--- src/rtl/immgen_stage.sv ---
// rtl/immgen_stage.sv - registered RV immediate-generation stage with optional skid buffer
//
// Extracts the immediate of one 32-bit RV instruction per handshake, extended
// to XLEN, together with its format code and an illegal-encoding flag. The
// decode result is registered behind a valid/ready pipeline stage.
//
// Parameters:
//   XLEN        datapath width, 32 or 64
//   SKID        1: two-entry skid buffer, registered ready_o
//               0: single register, combinational ready_o
// Ports:
//   clk_i       clock, rising edge
//   rst_ni      asynchronous active-low reset
//   instr_i     instruction word
//   valid_i     instr_i is valid
//   ready_o     stage can accept an instruction
//   flush_i     synchronous kill of all buffered entries
//   valid_o     output entry is valid
//   ready_i     downstream accepts the output entry
//   imm_o       extended immediate
//   imm_type_o  0 NONE, 1 I, 2 S, 3 B, 4 U, 5 J, 6 Z, 7 SH
//   illegal_o   instruction not decodable by this stage

module immgen_stage #(
  parameter int XLEN = 32,
  parameter int SKID = 1
) (
  input  logic            clk_i,
  input  logic            rst_ni,
  input  logic [31:0]     instr_i,
  input  logic            valid_i,
  output logic            ready_o,
  input  logic            flush_i,
  output logic            valid_o,
  input  logic            ready_i,
  output logic [XLEN-1:0] imm_o,
  output logic [2:0]      imm_type_o,
  output logic            illegal_o
);

  localparam bit RV64 = (XLEN == 64);

  localparam logic [2:0] IMM_NONE = 3'd0;
  localparam logic [2:0] IMM_I    = 3'd1;
  localparam logic [2:0] IMM_S    = 3'd2;
  localparam logic [2:0] IMM_B    = 3'd3;
  localparam logic [2:0] IMM_U    = 3'd4;
  localparam logic [2:0] IMM_J    = 3'd5;
  localparam logic [2:0] IMM_Z    = 3'd6;
  localparam logic [2:0] IMM_SH   = 3'd7;

  localparam logic [4:0] OPC_LOAD      = 5'b00000;
  localparam logic [4:0] OPC_MISC_MEM  = 5'b00011;
  localparam logic [4:0] OPC_OP_IMM    = 5'b00100;
  localparam logic [4:0] OPC_AUIPC     = 5'b00101;
  localparam logic [4:0] OPC_OP_IMM_32 = 5'b00110;
  localparam logic [4:0] OPC_STORE     = 5'b01000;
  localparam logic [4:0] OPC_OP        = 5'b01100;
  localparam logic [4:0] OPC_LUI       = 5'b01101;
  localparam logic [4:0] OPC_OP_32     = 5'b01110;
  localparam logic [4:0] OPC_BRANCH    = 5'b11000;
  localparam logic [4:0] OPC_JALR      = 5'b11001;
  localparam logic [4:0] OPC_JAL       = 5'b11011;
  localparam logic [4:0] OPC_SYSTEM    = 5'b11100;

  typedef enum logic [1:0] {
    ST_EMPTY = 2'd0,
    ST_ONE   = 2'd1,
    ST_TWO   = 2'd2
  } state_t;

  // ---------------------------------------------------------------------------
  // Combinational decode of the incoming instruction
  // ---------------------------------------------------------------------------
  logic [4:0]      opc;
  logic [2:0]      funct3;
  logic            is_shift;
  logic [XLEN-1:0] dec_imm;
  logic [2:0]      dec_type;
  logic            dec_ill;

  assign opc      = instr_i[6:2];
  assign funct3   = instr_i[14:12];
  assign is_shift = (funct3 == 3'b001) || (funct3 == 3'b101);

  always_comb begin
    dec_imm  = '0;
    dec_type = IMM_NONE;
    dec_ill  = 1'b0;

    case (opc)
      OPC_LOAD, OPC_JALR: begin
        dec_type = IMM_I;
        dec_imm  = XLEN'($signed(instr_i[31:20]));
      end
      OPC_OP_IMM: begin
        if (is_shift) begin
          // RV32 shifts only have a 5-bit shamt; bit 25 set is reserved
          if (!RV64 && instr_i[25]) begin
            dec_ill = 1'b1;
          end else begin
            dec_type = IMM_SH;
            dec_imm  = RV64 ? XLEN'(instr_i[25:20]) : XLEN'(instr_i[24:20]);
          end
        end else begin
          dec_type = IMM_I;
          dec_imm  = XLEN'($signed(instr_i[31:20]));
        end
      end
      OPC_OP_IMM_32: begin
        if (!RV64) begin
          dec_ill = 1'b1;
        end else if (is_shift) begin
          // word shifts are always 5-bit
          if (instr_i[25]) begin
            dec_ill = 1'b1;
          end else begin
            dec_type = IMM_SH;
            dec_imm  = XLEN'(instr_i[24:20]);
          end
        end else begin
          dec_type = IMM_I;
          dec_imm  = XLEN'($signed(instr_i[31:20]));
        end
      end
      OPC_STORE: begin
        dec_type = IMM_S;
        dec_imm  = XLEN'($signed({instr_i[31:25], instr_i[11:7]}));
      end
      OPC_BRANCH: begin
        dec_type = IMM_B;
        dec_imm  = XLEN'($signed({instr_i[31], instr_i[7], instr_i[30:25],
                                  instr_i[11:8], 1'b0}));
      end
      OPC_JAL: begin
        dec_type = IMM_J;
        dec_imm  = XLEN'($signed({instr_i[31], instr_i[19:12], instr_i[20],
                                  instr_i[30:21], 1'b0}));
      end
      OPC_LUI, OPC_AUIPC: begin
        dec_type = IMM_U;
        dec_imm  = XLEN'($signed({instr_i[31:12], 12'b0}));
      end
      OPC_SYSTEM: begin
        // CSR*I forms carry a 5-bit unsigned immediate in the rs1 field
        if (funct3[2]) begin
          dec_type = IMM_Z;
          dec_imm  = XLEN'(instr_i[19:15]);
        end
      end
      OPC_OP, OPC_MISC_MEM: begin
        dec_type = IMM_NONE;
      end
      OPC_OP_32: begin
        dec_ill = !RV64;
      end
      default: begin
        dec_ill = 1'b1;
      end
    endcase

    if (instr_i[1:0] != 2'b11) begin
      dec_ill = 1'b1;
    end

    if (dec_ill) begin
      dec_imm  = '0;
      dec_type = IMM_NONE;
    end
  end

  // ---------------------------------------------------------------------------
  // Pipeline register
  // ---------------------------------------------------------------------------
  if (SKID != 0) begin : g_skid
    state_t          state_q, state_d;
    logic            ready_q;
    logic            accept, drain;
    logic            load_main_dec, load_main_skid, load_skid;
    logic [XLEN-1:0] main_imm_q, skid_imm_q;
    logic [2:0]      main_type_q, skid_type_q;
    logic            main_ill_q, skid_ill_q;

    assign accept = valid_i && ready_q;
    assign drain  = (state_q != ST_EMPTY) && ready_i;

    always_ff @(posedge clk_i or negedge rst_ni) begin
      if (!rst_ni) begin
        state_q <= ST_EMPTY;
        ready_q <= 1'b1;
      end else begin
        state_q <= state_d;
        // ready is a pure flop of the next state, so nothing downstream
        // reaches combinationally into the upstream ready path
        ready_q <= (state_d != ST_TWO);
      end
    end

    always_comb begin
      state_d        = state_q;
      load_main_dec  = 1'b0;
      load_main_skid = 1'b0;
      load_skid      = 1'b0;
      if (flush_i) begin
        state_d = ST_EMPTY;
      end else begin
        case (state_q)
          ST_EMPTY: begin
            if (accept) begin
              state_d       = ST_ONE;
              load_main_dec = 1'b1;
            end
          end
          ST_ONE: begin
            if (accept && drain) begin
              load_main_dec = 1'b1;
            end else if (accept) begin
              state_d   = ST_TWO;
              load_skid = 1'b1;
            end else if (drain) begin
              state_d = ST_EMPTY;
            end
          end
          ST_TWO: begin
            if (drain) begin
              state_d        = ST_ONE;
              load_main_skid = 1'b1;
            end
          end
          default: begin
            state_d = ST_EMPTY;
          end
        endcase
      end
    end

    always_ff @(posedge clk_i or negedge rst_ni) begin
      if (!rst_ni) begin
        main_imm_q  <= '0;
        main_type_q <= IMM_NONE;
        main_ill_q  <= 1'b0;
        skid_imm_q  <= '0;
        skid_type_q <= IMM_NONE;
        skid_ill_q  <= 1'b0;
      end else begin
        if (load_main_dec) begin
          main_imm_q  <= dec_imm;
          main_type_q <= dec_type;
          main_ill_q  <= dec_ill;
        end else if (load_main_skid) begin
          main_imm_q  <= skid_imm_q;
          main_type_q <= skid_type_q;
          main_ill_q  <= skid_ill_q;
        end
        if (load_skid) begin
          skid_imm_q  <= dec_imm;
          skid_type_q <= dec_type;
          skid_ill_q  <= dec_ill;
        end
      end
    end

    assign ready_o    = ready_q;
    assign valid_o    = (state_q != ST_EMPTY);
    assign imm_o      = main_imm_q;
    assign imm_type_o = main_type_q;
    assign illegal_o  = main_ill_q;
  end else begin : g_single
    logic            valid_q;
    logic [XLEN-1:0] imm_q;
    logic [2:0]      type_q;
    logic            ill_q;

    // accept is allowed in the same cycle the held entry drains
    assign ready_o = !valid_q || ready_i;

    always_ff @(posedge clk_i or negedge rst_ni) begin
      if (!rst_ni) begin
        valid_q <= 1'b0;
        imm_q   <= '0;
        type_q  <= IMM_NONE;
        ill_q   <= 1'b0;
      end else if (flush_i) begin
        valid_q <= 1'b0;
      end else if (valid_i && ready_o) begin
        valid_q <= 1'b1;
        imm_q   <= dec_imm;
        type_q  <= dec_type;
        ill_q   <= dec_ill;
      end else if (ready_i) begin
        valid_q <= 1'b0;
      end
    end

    assign valid_o    = valid_q;
    assign imm_o      = imm_q;
    assign imm_type_o = type_q;
    assign illegal_o  = ill_q;
  end

endmodule

--- config.mk ---
export PLATFORM = sky130hd
export DESIGN_NAME = immgen_stage
export DESIGN_NICKNAME = d
export VERILOG_FILES = /design/src/rtl/immgen_stage.sv
export SDC_FILE = /design/constraint.sdc
export NUM_CORES = 1
export LEC_CHECK = 0
export BUFFER_PORTS_ARGS = -buffer_cell sky130_fd_sc_hd__buf_2
export CORE_AREA = 2 2 91 93
export DETAILED_ROUTE_END_ITERATION = 16
export DIE_AREA = 0 0 93 95
export HOLD_SLACK_MARGIN = 0.1
export PLACE_DENSITY = 0.63
export SETUP_SLACK_MARGIN = 0.1
export SLEW_MARGIN = 5
export SYNTH_ARGS = -nofsm -noshare
export SYNTH_HDL_FRONTEND = slang
export SYNTH_SLANG_ARGS = --single-unit
--- constraint.sdc ---
create_clock -name clk_i -period 2.38 [get_ports clk_i]
set_input_delay 0.238 -clock clk_i [delete_from_list [all_inputs] [get_ports clk_i]]
set_output_delay 0.238 -clock clk_i [all_outputs]
set_load 0.02 [all_outputs]
==> out/qor.csv, run 1 <==
metric,value,unit
outcome,finished clean,
Buf/Inv on CP,1,
largest net degree at the start of global routing,76,
"Seq/Total Area, Yosys",54.5,%
Final setup violation count,0,
Rel. slew slack,37.4,%
Rows,33,
Clock Latency Late Sink,350,ps
Post-synth EDFFs,0,
CTS clock-pin slew for the worst setup and hold paths,70,ps
Top-Level Pins,75,
drt total wl,8880,µm
average wire per standard cell,17.0,µm
RSZ-0062 raised after global routing,false,
CP Max Fanout,23,
CP required,2660,ps
fill count,786,
syn_nets,380,
setup TNS,0,ps
Final Hold Viols,0,
"area leader, netlist",dfrtp_1,
Hold WC Path Type,input pin to flip-flop,
CTS tree,built,
ys flop type,dfrtp_1,
GP Congestion,0.889,
minimum clock period,2120,ps
P&R area growth vs syn,19.5,%
Synth area leaders,"dfrtp_1, o21ai_1, a22oi_1",
Worst Skew,6.95,ps
Final Cycle Share,89.1,%
CTS root buffer,clkbuf_8,
post-route ant nets,0,
Max Slew Vio Count,0,
Setup CP Type,flip-flop to flip-flop,
final hold slack,110,ps
share of cells above drive strength 1,28.7,%
number of diodes,0,
H-tree depth,3,
Synth top area share,53.8,%
highest-delay cell along the critical path,dfstp_2,
Final Cell Area,0.00412,mm²
global-route wire length before repair,14300,µm
pre-CTS setup slack,243,ps
"FF+latch count, synth",75,
PD cells,638,mW/mm²
CP Cell Sequence,nand2_1 -> or3_1 -> or2_1 -> or3_1 -> buf_4 -> o21ai_1,
"Cell Area, Synth",0.00344,mm²
Die H,95,µm
vias post-DR,2904,
core footprint,0.00793,mm²
CP Launch Type,flip-flop,
Initial Utilization,43.5,%
post-layout util,51.9,%
Worst-Margin Slew,939,ps
antenna violations before repair,0,
Worst Path Arrival,2400,ps
Final #Nets,451,
vias per cell,5.55,
synthesized area per cell,10.0,µm²
Post-CTS Setup Inserts,0,
Die X,93,µm
Mapped Cells,343,
die area,0.00884,mm²
r2r setup slk,260,ps
Bufs on Longest Clock Path,2,
post-synth cell types,41,
remaining global-route overflow,0,
PortBufs,74,
# Max-Cap Violations,0,
asr flop ratio synth,100,%
element type at the critical path end,flip-flop,
cts bufs inserted,9,
area of placed instances,0.00389,mm²
peak supply drop,0.286,mV
Post-DP HPWL,5930,µm
total iterations of the first detailed-routing run,5,
detailed router's first-iteration violation count,256,
Syn. warnings,0,
Worst path top cell family by delay,simple AND/OR/NAND/NOR gates,
CP max stage delay,530,ps
vias in the first global route,2776,
Leakage,1.93,nW
GRT Total Usage,21.2,%
Sinks on Clock Net,75,
Peak Freq,0.472,GHz
final setup margin,260,ps
Residual DRC,0,
Crit path top cell by count,or3_1,
## cell families (layout without fill, tap and decap cells)
logic type             count (synthesis)  count (layout)  synth area share (%)
AND/OR/NAND/NOR                       86              86                  11.6
buffers and inverters                 29             104                  4.87
multiplexers                           5               5                  1.45
AO/OA/AOI/OAI                        147             147                  27.3
flip-flops                            75              75                  54.5
XOR/XNOR                               1               1                 0.254
## registers in the layout, indices dropped and copies added (netlist names)
name / count
g_skid.skid_imm_q: 32
imm_o: 32
g_skid.skid_type_q: 3
imm_type_o: 3
g_skid.state_q: 2
g_skid.skid_ill_q: 1
illegal_o: 1
ready_o: 1
## metrics by stage
stage | power [mW] | instances
2_1_floorplan | 1.46 | 343
3_3_place_gp | 1.57 | 507
3_5_place_dp | 1.57 | 507
4_1_cts | 2.65 | 523
5_1_grt | 2.74 | 523
6_report | 2.63 | 523
## cells in the mapped netlist, types with 4 or more instances
cell      instances
nand2b_1          6
nand2_1          51
clkbuf_1         14
mux2i_1           5
a222oi_1          4
dfrtp_1          74
o21ai_1          51
a21oi_1          21
nor2_1           11
buf_6             7
buf_2             5
o21ai_2          15
o21ai_0           6
a22oi_1          34
## final cells by class
class / count / area, µm² / area share (%)
clock buffer: 11 / 141 / 3.44
clock inverter: 4 / 73.8 / 1.79
inverter: 3 / 11.3 / 0.274
multi-input combinational: 239 / 1400 / 34.1
sequential: 75 / 1880 / 45.6
tap: 105 / 131 / 3.19
timing repair buffer: 86 / 478 / 11.6
## worst reg2reg max path: cells and delay by family, from the launching register on
family,cells,cell delay (ps)
compound gates,1,180
buf+inv,1,260
flops,1,530
simple gates,4,1080
## path summary, 6_finish.rpt
kind                                  startpoint               endpoint  depth (start not counted)
setup / recovery                         ready_o              imm_o[22]                          6
hold / removal                           flush_i      g_skid.state_q[0]                          2
setup reg to reg                         ready_o              imm_o[22]                          6
hold reg to reg            g_skid.skid_imm_q[28]  g_skid.skid_imm_q[28]                          2
max in group asynchronous                 rst_ni          imm_type_o[2]                          2
min in group asynchronous                 rst_ni               imm_o[7]                          2
## cell usage in the layout, fill, tap and decap left out, types with 2 or more instances in the layout
master,instances
a21boi_0,2
nor2_1,10
mux2i_1,5
nand2_1,51
o21ai_1,51
a222oi_1,4
nand3_1,3
buf_4,11
o21ai_2,15
bufinv_16,2
clkbuf_8,10
nand2b_1,6
inv_1,3
buf_2,73
a21boi_1,2
o21ai_0,6
o21bai_1,3
or3_1,3
nor2b_1,2
a22oi_1,34
a21oi_1,21
dfrtp_1,74
o21a_1,2
## layer usage
layer  wire length (µm)  track usage (%)
met3                608             4.71
met1               4030             30.1
met5                  0                0
met2               4140             32.4
met4                 95             6.74
## power breakdown
| part | internal [mW] | switching (mW) | leakage (nW) |
|---|---|---|---|
| clock | 0.616 | 0.463 | 0.110 |
| combinational | 0.0798 | 0.160 | 0.792 |
| sequential | 1.29 | 0.0125 | 1.03 |
| total | 1.99 | 0.636 | 1.93 |
## repair_timing
| item | in CTS | in global routing |
|---|---|---|
| hold buffers | 1 | 0 |
| hold endpoints to repair | 74 | 0 |
| resized for setup | 0 | 0 |
Power figures use the tool's default switching activity.
==> run 2, diff against run 1 <==
--- a/config.mk
+++ b/config.mk
@@ -11,7 +11,7 @@
 export DIE_AREA = 0 0 93 95
 export HOLD_SLACK_MARGIN = 0.1
 export PLACE_DENSITY = 0.63
-export SETUP_SLACK_MARGIN = 0.1
+export SETUP_SLACK_MARGIN = 0.3
 export SLEW_MARGIN = 5
 export SYNTH_ARGS = -nofsm -noshare
 export SYNTH_HDL_FRONTEND = slang
==> run 2 against run 1 <==
  * Fmax grew 3.0%
  * Clock skew shrank 0.59 ps
  * Cell count is the same
  * Die area is the same
  * Critical path depth is the same
  * Count of clock-buffer cells in the layout is the same
  * Via count shrank 0.45%
  * Global-route usage is the same
  * Design area grew 0.58%
  * Critical endpoint is now illegal_o
  * Largest cell class unchanged
  * Largest power group unchanged
==> out/qor.csv, run 2 (same netlist as run 1, synthesis figures left out) <==
metric,value,unit,change
dpl cells,507,,unchanged
routed metal-1 wire length,4060,µm,+0.69%
CP Capture Point,illegal_o,,
Worst-Margin Slew,941,ps,+1.37 ps
most used cells in the layout excluding fill and tap cells,"dfrtp_1, buf_2, nand2_1",,
Leakage,1.94,nW,+0.55%
Die H,95,µm,unchanged
uppermost routed layer,met4,,
met2 routed WL,4150,µm,+0.36%
drt total wl,8890,µm,+0.17%
Logic pwr share,9.2,%,about the same
antenna violations before repair,0,,unchanged
vias in the first global route,2776,,unchanged
Hold WC Path Type,input pin to flip-flop,,
average wire per standard cell,17.0,µm,+0.17%
core footprint,0.00793,mm²,unchanged
minimum clock period,2060,ps,-62.1 ps
PortBufs,74,,unchanged
total iterations of the first detailed-routing run,5,,unchanged
Post-DP HPWL,5930,µm,unchanged
Final Hold Viols,0,,unchanged
Sw Pwr,0.640,mW,+0.60%
FF-to-FF Start,ready_o,,
CP Cell Sequence,nand2_1 -> or3_1 -> or2_4 -> or3_4 -> buf_4 -> a21boi_0,,
CP Max Fanout,11,,-52%
critical path launch point,ready_o,,
Initial Utilization,43.5,%,unchanged
Int Power,1.99,mW,about the same
outcome,finished clean,,
remaining global-route overflow,0,,unchanged
CP max stage delay,530,ps,about the same
Worst Path Arrival,2280,ps,-120 ps
P&R area growth vs syn,20.2,%,
Worst Skew,6.36,ps,-0.591 ps
CTS root buffer,clkbuf_8,,
cts bufs inserted,9,,unchanged
global-route wire length before repair,14300,µm,unchanged
number of diodes,0,,unchanged
setup TNS,0,ps,unchanged
# Max-Cap Violations,0,,unchanged
sequential cell fraction of total power,49.7,%,about the same
Bufs on Longest Clock Path,2,,unchanged
Buf/Inv on CP,1,,unchanged
r2r setup slk,320,ps,+60 ps
Rows,33,,unchanged
peak supply drop,0.282,mV,-1.1%
RSZ-0062 raised after global routing,true,,
H-tree depth,3,,unchanged
Clock power frac,41.1,%,about the same
Non-Filler Instances,523,,unchanged
"most common cell after layout, fill and taps aside",dfrtp_1,,
CTS tree,built,,
Die X,93,µm,unchanged
worst hold start,flush_i,,
Peak Freq,0.486,GHz,+3.0%
CTS clock-pin slew for the worst setup and hold paths,70,ps,about the same
element type at the critical path end,flip-flop,,
reg-to-reg critical path endpoint,illegal_o,,
Setup CP Type,flip-flop to flip-flop,,
Clock Latency Late Sink,350,ps,about the same
PD cells,636,mW/mm²,-0.37%
Residual DRC,0,,unchanged
post-route ant nets,0,,unchanged
WP depth,6,,unchanged
vias per cell,5.53,,-0.45%
Max Slew Vio Count,0,,unchanged
Tot Pwr,2.63,mW,+0.21%
highest-delay cell along the critical path,dfstp_2,,
met3 wire len,519,µm,-15%
vias post-DR,2891,,-0.45%
Top-Level Pins,75,,unchanged
Final setup violation count,0,,unchanged
Final Cycle Share,86.5,%,-2.6 points
largest net degree at the start of global routing,76,,unchanged
detailed router's first-iteration violation count,235,,-8.2%
share of cells above drive strength 1,29.7,%,+0.96 points
GP Congestion,0.889,,unchanged
CP Launch Type,flip-flop,,
worst r2r path cells,6,,unchanged
Rel. slew slack,37.1,%,-0.23 points
Sw Share,24.3,%,+0.095 points
die area,0.00884,mm²,unchanged
CP required,2610,ps,-50 ps
Worst path top cell family by delay,simple AND/OR/NAND/NOR gates,,
GRT Total Usage,21.2,%,unchanged
Sinks on Clock Net,75,,unchanged
Final #Nets,451,,unchanged
## run 2: worst register-to-register path, delay by kind of cell (launching register included)
kind	cells	cell delay (ps)
compound gates	1	140
buf+inv	1	200
flops	1	530
simple gates	4	1080
## run 2: repair_timing
action,4_1_cts,5_1_grt
gates resized for setup,1,5
hold buffers,1,0
endpoints found under the hold margin,74,0
endpoints found under the setup margin,23,48
buffers inserted,0,0
## run 2: stage by stage
| step | setup slack, ps | utilization, % | area, µm² | hold WS, ps |
|---|---|---|---|---|
| after detailed placement | 243 | 49.1 | 3890 | 436 |
| final | 322 | 52.2 | 4140 | 118 |
| after global placement | 267 | 49.1 | 3890 | 434 |
| after global routing | 254 | 52.2 | 4140 | 116 |
| after CTS | 287 | 52.0 | 4120 | 108 |
| after floorplan | 301 | - | 3440 | -57.6 |
## run 2: area by class of cell
| type | count | area [µm²] |
|---|---|---|
| clock buffer | 11 | 141 |
| clock inverter | 4 | 73.8 |
| fill | 784 | 3790 |
| inverter | 3 | 11.3 |
| multi-input combinational | 239 | 1420 |
| sequential | 75 | 1880 |
| tap | 105 | 131 |
| timing repair buffer | 86 | 485 |
## run 2: metal layers
metal | vias up | GRT usage (%)
li1 | 1385 | -
met4 | 0 | 6.74
met1 | 1399 | 30.1
met5 | - | 0
met2 | 93 | 32.4
met3 | 14 | 4.71
## run 2: power groups by stage
stage | combinational, mW | sequential [mW] | clock, mW
after floorplan | 0.118 | 1.34 | 0
after global placement | 0.238 | 1.33 | 0
after detailed placement | 0.240 | 1.33 | 0
after CTS | 0.242 | 1.31 | 1.10
after global routing | 0.271 | 1.31 | 1.16
final | 0.243 | 1.31 | 1.08
## run 2: worst min-delay path by stage
stage | endpoint | cells past startpoint
after floorplan | g_skid.skid_ill_q | 0
after global placement | imm_o[7] | 1
after detailed placement | imm_o[7] | 1
after CTS | g_skid.state_q[0] | 2
after global routing | g_skid.state_q[0] | 2
final | g_skid.state_q[0] | 2
==> run 3, diff against run 2 <==
--- a/config.mk
+++ b/config.mk
@@ -6,11 +6,11 @@
 export NUM_CORES = 1
 export LEC_CHECK = 0
 export BUFFER_PORTS_ARGS = -buffer_cell sky130_fd_sc_hd__buf_2
-export CORE_AREA = 2 2 91 93
+export CORE_AREA = 2 2 111 113
 export DETAILED_ROUTE_END_ITERATION = 16
-export DIE_AREA = 0 0 93 95
+export DIE_AREA = 0 0 113 115
 export HOLD_SLACK_MARGIN = 0.1
-export PLACE_DENSITY = 0.63
+export PLACE_DENSITY = 0.44
 export SETUP_SLACK_MARGIN = 0.3
 export SLEW_MARGIN = 5
 export SYNTH_ARGS = -nofsm -noshare
==> run 3 against run 2 <==
  * The run now ends with DRC left
  * Critical path depth unchanged
  * Power up 13%
  * Worst hold slack better by 14 ps
  * Cell count up 10%
  * Sequential power about the same
  * Clock skew up 2.1 ps
  * Critical path type unchanged
  * Largest cell class unchanged
  * Highest routed layer unchanged
==> out/qor.csv, run 3 (same netlist as run 1, synthesis figures left out) <==
metric,value,unit,change
outcome,"finished, violations left",,
failing checks,DRC,,
Clock Latency Late Sink,340,ps,about the same
PortBufs,74,,unchanged
Final Hold Viols,0,,unchanged
GRT Total Usage,16.4,%,-4.8 points
GP Congestion,0.808,,-9.1%
antenna violations before repair,0,,unchanged
area of the multi-input gates,0.00145,mm²,+2.6%
worst hold start,flush_i,,
die area,0.0130,mm²,+47%
vias per cell,5.10,,-7.7%
CP Cell Sequence,nand2_2 -> or3_4 -> or2_4 -> or3_4 -> clkbuf_16 -> o21ai_1,,
Final #Nets,461,,+2.2%
Seq. cell area,0.00188,mm²,unchanged
global-route wire length before repair,16200,µm,+13%
"most common cell after layout, fill and taps aside",dfrtp_1,,
Rel. slew slack,54.6,%,+17 points
RSZ-0062 raised after global routing,true,,
PD cells,661,mW/mm²,+4.0%
critical path launch point,ready_o,,
CP max stage delay,530,ps,about the same
P&R area growth vs syn,31.1,%,
peak supply drop,0.368,mV,+30%
Max Slew Vio Count,0,,unchanged
vias post-DR,2939,,+1.7%
CP Max Fanout,8,,-3
number of diodes,0,,unchanged
average wire per standard cell,18.6,µm,+9.7%
Peak Freq,0.487,GHz,+0.15%
highest-delay cell along the critical path,dfstp_2,,
minimum clock period,2050,ps,-3.11 ps
Initial Utilization,29.2,%,-14 points
H-tree depth,3,,unchanged
drt total wl,10700,µm,+21%
Top-Level Pins,75,,unchanged
Final Cycle Share,86.3,%,-0.13 points
Worst Skew,8.42,ps,+2.06 ps
largest net degree at the start of global routing,50,,-34%
Sinks on Clock Net,75,,unchanged
core footprint,0.0118,mm²,+49%
Hold WC Path Type,input pin to flip-flop,,
Non-Filler Instances,576,,+10%
cts bufs inserted,9,,unchanged
Worst path top cell family by delay,simple AND/OR/NAND/NOR gates,,
Residual DRC,4,,+4
setup TNS,0,ps,unchanged
Post-DP HPWL,6700,µm,+13%
Bufs on Longest Clock Path,2,,unchanged
FF-to-FF Start,ready_o,,
CTS clock-pin slew for the worst setup and hold paths,60,ps,about the same
Die X,113,µm,+22%
detailed router's first-iteration violation count,203,,-14%
CTS root buffer,clkbuf_16,,
Crit path top cell by count,or3_4,,
Worst-Margin Slew,680,ps,-260 ps
element type at the critical path end,flip-flop,,
total iterations of the first detailed-routing run,11,,+6
dpl cells,549,,+8.3%
post-route ant nets,0,,unchanged
vias in the first global route,2890,,+4.1%
post-layout util,38.2,%,-14 points
remaining global-route overflow,0,,unchanged
Die H,115,µm,+21%
CP Launch Type,flip-flop,,
Rows,40,,+21%
Leakage,2.10,nW,+8.0%
Final setup violation count,0,,unchanged
Buf/Inv on CP,1,,unchanged
most used cells in the layout excluding fill and tap cells,"dfrtp_1, buf_2, nand2_1",,
Worst Path Arrival,2320,ps,+40 ps
Setup CP Type,flip-flop to flip-flop,,
# Max-Cap Violations,0,,unchanged
share of cells above drive strength 1,33.1,%,+3.4 points
fill count,1210,,+54%
CTS tree,built,,
CP required,2650,ps,+40 ps
[run 3: cell types whose count changed in the layout (fill, tap and decap cells not counted), sizes merged]
cell / delta
buf: +6
bufinv: -1
clkbuf: +6
clkinvlp: +1
inv: -1
[run 3: path summary, 6_finish.rpt]
kind                                         end  slack, ps  cells past startpoint
max in group asynchronous  g_skid.skid_imm_q[24]       1290                      3
min reg2reg                g_skid.skid_type_q[1]        480                      2
max                                    imm_o[20]        330                      6
min in group asynchronous          imm_type_o[2]        500                      2
max reg2reg                            imm_o[20]        330                      6
min                            g_skid.state_q[0]        130                      2
[run 3: per-stage QoR]
step | worst slack [ps] | area, µm² | hold WS (ps) | power (mW)
finish | 325 | 4510 | 131 | 2.98
global route | 264 | 4510 | 133 | 3.10
CTS | 319 | 4330 | 115 | 3.01
detailed placement | 153 | 3980 | 327 | 1.59
global placement | 233 | 3980 | 322 | 1.59
floorplan | 301 | 3440 | -57.6 | 1.46
[run 3: routing by layer]
| metal | vias to the layer above | global-route usage, % | share of wire, % |
|---|---|---|---|
| li1 | 1410 | - | - |
| met1 | 1427 | 23.8 | 47 |
| met2 | 85 | 24.5 | 46 |
| met3 | 17 | 4.53 | 5.9 |
| met4 | 0 | 3.58 | 1.1 |
| met5 | - | 0 | 0 |
[run 3: final cells by class]
type                    instances  share of cell area, %
flip-flops and latches         75                   41.6
multi-input cells             239                   32.2
repair buffers                 96                   15.1
clock buffers                  13                   5.76
well taps                     147                   4.07
clock inverters                 3                   1.03
inverters                       3                  0.249
[run 3: timing repair]
item	in CTS	in global routing
setup buffers	0	5
setup endpoints to repair	21	35
pin swaps	0	5
resized for setup	3	11
hold buffers	1	0
gates cloned	1	4
endpoints found under the hold margin	47	0
[run 3: report_power, final]
part	internal, mW	total (mW)	switching (mW)
combinational	0.0983	0.273	0.175
sequential	1.30	1.31	0.0131
clock	0.872	1.40	0.531
total	2.27	2.98	0.718
